$ cat src/rtl/seg_digit_mux.sv
// Eight-digit hex register file feeding a registered seven-segment driver,
// aligned one cycle behind the scanner. Optional blink feature: SEG_BLINK_EN.
module seg_digit_mux #(
  parameter int NDIG    = 8,
  parameter bit SEG_INV = 1'b0
`ifdef SEG_BLINK_EN
  ,
  parameter int BLINK_DIV = 24
`endif
) (
  input  logic            CLK,
  input  logic            RST,
  input  logic            WR_EN,
  input  logic [2:0]      WR_ADDR,
  input  logic [3:0]      WR_DATA,
  input  logic            WR_DP,
  input  logic            LZB,
  input  logic [2:0]      SEL,
  input  logic [NDIG-1:0] DIG_N,
`ifdef SEG_BLINK_EN
  input  logic [NDIG-1:0] BLINK_MASK,
`endif
  output logic [6:0]      SEG,
  output logic            DP,
  output logic [NDIG-1:0] DIG_OUT
);

  logic [3:0]      mem_q [NDIG];
  logic [NDIG-1:0] dp_q;
  logic [6:0]      seg_q, seg_d;
  logic            dpo_q, dpo_d;
  logic [NDIG-1:0] dig_q, dig_d;
  logic [NDIG-1:0] blank;
  logic [NDIG-1:0] dig_on;
  logic            scan_ok;
  logic            force_off;

  function automatic logic [6:0] hex_dec(input logic [3:0] v);
    case (v)
      4'h0: hex_dec = 7'h3F;
      4'h1: hex_dec = 7'h06;
      4'h2: hex_dec = 7'h5B;
      4'h3: hex_dec = 7'h4F;
      4'h4: hex_dec = 7'h66;
      4'h5: hex_dec = 7'h6D;
      4'h6: hex_dec = 7'h7D;
      4'h7: hex_dec = 7'h07;
      4'h8: hex_dec = 7'h7F;
      4'h9: hex_dec = 7'h6F;
      4'hA: hex_dec = 7'h77;
      4'hB: hex_dec = 7'h7C;
      4'hC: hex_dec = 7'h39;
      4'hD: hex_dec = 7'h5E;
      4'hE: hex_dec = 7'h79;
      default: hex_dec = 7'h71;
    endcase
  endfunction

  // A digit is a leading zero when it and everything left of it is zero and
  // no decimal point sits strictly to its left. Digit 0 always shows.
  always_comb begin
    blank = '0;
    blank[NDIG-1] = (mem_q[NDIG-1] == 4'h0);
    for (int i = NDIG - 2; i >= 1; i--) begin
      blank[i] = (mem_q[i] == 4'h0) && blank[i+1] && !dp_q[i+1];
    end
  end

  assign dig_on  = ~DIG_N;
  assign scan_ok = (dig_on != '0) && ((dig_on & (dig_on - NDIG'(1))) == '0);

`ifdef SEG_BLINK_EN
  logic [BLINK_DIV-1:0] blink_cnt_q;

  always_ff @(posedge CLK) begin
    if (RST) blink_cnt_q <= '0;
    else     blink_cnt_q <= blink_cnt_q + BLINK_DIV'(1);
  end

  assign force_off = !scan_ok || (blink_cnt_q[BLINK_DIV-1] && BLINK_MASK[SEL]);
`else
  assign force_off = !scan_ok;
`endif

  always_comb begin
    seg_d = hex_dec(mem_q[SEL]);
    dpo_d = dp_q[SEL];
    dig_d = scan_ok ? DIG_N : '1;
    if (LZB && blank[SEL]) seg_d = 7'h00;
    if (force_off) begin
      seg_d = 7'h00;
      dpo_d = 1'b0;
    end
    if (SEG_INV) begin
      seg_d = ~seg_d;
      dpo_d = ~dpo_d;
    end
  end

  // Outputs read the pre-write contents, so a same-cycle write to the
  // selected digit shows up on its next selection.
  always_ff @(posedge CLK) begin
    if (RST) begin
      for (int i = 0; i < NDIG; i++) mem_q[i] <= 4'h0;
      dp_q  <= '0;
      seg_q <= {7{SEG_INV}};
      dpo_q <= SEG_INV;
      dig_q <= '1;
    end else begin
      if (WR_EN) begin
        mem_q[WR_ADDR] <= WR_DATA;
        dp_q[WR_ADDR]  <= WR_DP;
      end
      seg_q <= seg_d;
      dpo_q <= dpo_d;
      dig_q <= dig_d;
    end
  end

  assign SEG     = seg_q;
  assign DP      = dpo_q;
  assign DIG_OUT = dig_q;

endmodule

$ cat config.mk
export PLATFORM = sky130hd
export DESIGN_NAME = seg_digit_mux
export DESIGN_NICKNAME = d
export VERILOG_FILES = /design/src/rtl/seg_digit_mux.sv
export SDC_FILE = /design/constraint.sdc
export NUM_CORES = 1
export LEC_CHECK = 0
export CAP_MARGIN = 25
export CORE_AREA = 2 2 73 75
export CTS_CLUSTER_SIZE = 14
export DETAILED_ROUTE_END_ITERATION = 10
export DIE_AREA = 0 0 75 77
export PLACE_DENSITY = 0.84
export SYNTH_ARGS = -nofsm -noshare
export SYNTH_HDL_FRONTEND = slang
export SYNTH_SLANG_ARGS = --single-unit
$ cat constraint.sdc
create_clock -name CLK -period 4.1 [get_ports CLK]
set_input_delay 0.615 -clock CLK [delete_from_list [all_inputs] [get_ports CLK]]
set_output_delay 0.615 -clock CLK [all_outputs]
set_load 0.01 [all_outputs]
==> summary.md <==
| Metric | Value |
|---|---|
| Remaining antenna violation count | 0 |
| Total clock buffers created by CTS | 5 |
| DRC violations left | 0 |
| Synth Warn # | 0 |
| Share of total power in combinational logic | 16.5% |
| Number of buffers on the longest clock path | 2 |
| Tightest slew margin relative to the limit | 56.6% |
| Via count of the first global-routing pass | 1859 |
| # IOs | 39 |
| X dimension of the die | 75 microns |
| Crit. End Element | flip-flop |
| Distinct cell type count after synthesis | 53 |
| Clock power frac | 26.1% |
| Last weighted congestion value of the routability-driven placer | 0.859 |
| Top cells by area, synth | edfxtp_1, dfxtp_1, and2_1, mux4_2, mux4_1 |
| Area added between synthesis and finish | 17.7% |
| Standard-cell rows | 26 |
| Skew-Pair Late Insertion Delay | 0.30 ns |
| Part of the cycle the worst path needs | 73.9% |
| Pwr Density | 325 nW/um^2 |
| Number of cells in the finished layout apart from fillers | 356 |
| Pin slew with the least headroom to its limit | 0.651 ns |
| Net switching fraction of the power | 25.2% |
| Filler cell count in the final layout | 380 |
| Library cell with the largest summed area after synthesis | edfxtp_1 |
| Number of nets in the layout | 315 |
| Pwr Total | 1.10 mW |
| Leading register cell type out of synthesis | edfxtp_1 |
| Total Negative Setup Slacks | 0 ns |
| CTS tree | done |
| Maximum operating frequency | 330 MHz |
| Max FO, Critical Path | 12 |
| Type of the most critical hold path | flip-flop to flip-flop |
| Average instance area after synthesis | 11.7 sq um |
| Worst path required time | 4.33 ns |
| NetSw | 0.277 mW |
| Number of buffers inserted by hold repair at cts | 0 |
| Count of H-tree levels built during CTS | 2 |
| Largest net degree at the start of global routing | 17 |
| Quantity of gates resized following cts | 0 |
| Sequential share of power | 57.4% |
| Unrepaired setup endpoints after global routing | no |
| Dpl ws | 0.754 ns |
| Number of pins exceeding their max-slew limit in the final report | 0 |
| GR Layer Usage met3 | 3.68% |
| Via count | 1939 |
| Antenna violations before repair | 0 |
| Synthesized area | 2880 sq um |
| Detailed Place HPWL | 4.38 mm |
| Cell Int Power | 0.825 mW |
| Leakage power figure | 1.20 nW |
| Fraction of met2 tracks used by global routing | 36.5% |
| Outcome | complete, no violations |
| Net count after synthesis | 277 |
| Sequential fraction of the synthesis area | 50.0% |
| Global routing usage on met1 | 26.9% |
| Post-synth top area share | 33.3% |
| Final critical path time including I/O delays and setup | 3.03 ns |
| Grt ovf | 0 |
| Wirelength per Cell | 15.6 microns |
| Vertical extent of the die | 77 microns |
| Global-route wire length before repair | 9.13 mm |
| Class of the most critical setup path | input pin to flip-flop |
| Arrival time of data at the critical path endpoint | 3.26 ns |
| Cell at the root of the clock tree | clkbuf_8 |
| Final worst clock skew | 0.00419 ns |
| Total detailed-routing wirelength | 5.56 mm |
| Busiest layer in global routing | met2 |
| Worst IR drop on VDD | 0.248 mV |
| Initial core utilization | 57.9% |
| Post-CTS Setup Bufs | 0 |
| Floorplan die area | 5780 sq um |
| Setup-failing EPs final | 0 |
| Global-route usage over all layers | 21.3% |
| Clock Sink Count | 56 |
| Startpoint kind of the worst setup timing path | input pin |
| Synth async-reset ratio | 0% |
| Drt via density | 5.45 |
| Number of DRC markers after the initial detailed-route iteration | 82 |
| Core area | 4980 sq um |
| Post-synthesis sequential element count | 56 |
| Number of placed instances with taps included | 348 |
| Length of the first detailed-routing pass in iterations | 4 |
| Top cells by count, synth | and2_1, edfxtp_1, dfxtp_1, nand2_1, inv_1 |
| Final number of hold-violating endpoints | 0 |
| Max Cap Viol | 0 |
| Antenna Cells | 0 |
| Worst-path clk slew | 0.09 ns |
| Number of enable-type register cells in the synthesized netlist | 32 |
| Worst Slack Setup Final | 1.07 ns |
| Port-buffer cells | 38 |
| Fraction of final layout cells with drive strength greater than 1 | 12.6% |
| Count of mapped cells out of synthesis | 247 |
## power groups by stage
stage | Combinational (mW) | Clock [mW] | Sequential [mW]
finish | 0.182 | 0.288 | 0.633
floorplan | 0.131 | 0 | 0.638
global route | 0.201 | 0.315 | 0.635
global placement | 0.178 | 0 | 0.645
CTS | 0.183 | 0.292 | 0.633
detailed placement | 0.182 | 0 | 0.646
## logic make-up (layout without fill, tap and decap cells)
family,after synthesis,count (layout),synth area share [%]
AND/OR/NAND/NOR,101,101,19.2
multiplexers,18,18,12.1
flip-flops,56,56,50.0
XOR/XNOR,1,1,0.304
adder cells (fa/ha/maj),8,8,3.39
AO/OA/AOI/OAI,37,37,10.7
buffers and inverters,26,65,4.30
## placed cells by master, fill, tap and decap left out, types with 2 or more instances in the layout
master	synthesis	final
o21bai_1	3	3
nand2_1	18	18
clkbuf_8	0	5
nor4_1	4	4
or2_1	5	5
nor3b_1	2	2
a211o_1	2	2
or2_2	3	3
inv_1	16	16
ha_1	7	7
a31o_2	4	4
or4_1	3	3
nand4_1	2	2
mux4_2	6	6
edfxtp_1	32	32
and2_1	32	32
o22ai_1	2	2
a21oi_1	2	2
dfxtp_1	24	24
buf_4	2	3
nor3_1	7	7
clkdlybuf4s50_1	0	38
nand2b_1	5	5
o21ai_0	9	9
a31oi_1	2	2
nor2_1	14	14
o211ai_1	2	2
mux2_4	2	2
mux2i_1	3	3
mux4_1	4	4
## path summary, 6_finish.rpt
check / slack [ns] / cells past startpoint / to / from
worst min register to register: 0.50 / 2 / dp_q[1] / dp_q[1]
worst max register to register: 1.88 / 7 / SEG[3] / mem_q[1][1]
worst min-delay path: 0.50 / 2 / dp_q[1] / dp_q[1]
worst max-delay path: 1.07 / 8 / SEG[3] / SEL[0]
## metrics by stage
stage	hold WS [ns]	util [%]	area, sq um
4_1_cts	0.505	68.1	3390
2_1_floorplan	0.438	-	2880
6_report	0.501	68.1	3390
3_3_place_gp	0.460	66.5	3310
5_1_grt	0.538	68.1	3390
3_5_place_dp	0.489	66.5	3310
## critical path, stage by stage
cell	delay, ns
clkdlybuf4s50_1	0.83
mux4_1	0.62
mux2_2	0.32
ha_1	0.27
inv_1	0.10
nor2_1	0.05
a211o_1	0.29
a211oi_2	0.17
## per-layer routing
metal / share of wire, % / up-vias
met5: 0 / -
met4: 1.6 / 0
met3: 3.7 / 7
met2: 52 / 59
met1: 43 / 899
li1: - / 974
## state kept, by name, summed over array words and instances (netlist names)
name	count
mem_q	32
SEG	7
dp_q	8
DIG_OUT	8
DP	1
## area by class of cell
class / count / area (sq um) / area share (%)
clock buffer: 6 / 72.6 / 2.14
inverter: 16 / 60.1 / 1.77
tap: 70 / 87.6 / 2.58
sequential: 56 / 1440 / 42.5
timing repair buffer: 41 / 403 / 11.9
clock inverter: 2 / 11.3 / 0.332
multi-input combinational: 165 / 1320 / 38.8
No activity file was read; power rests on OpenSTA's default activity.
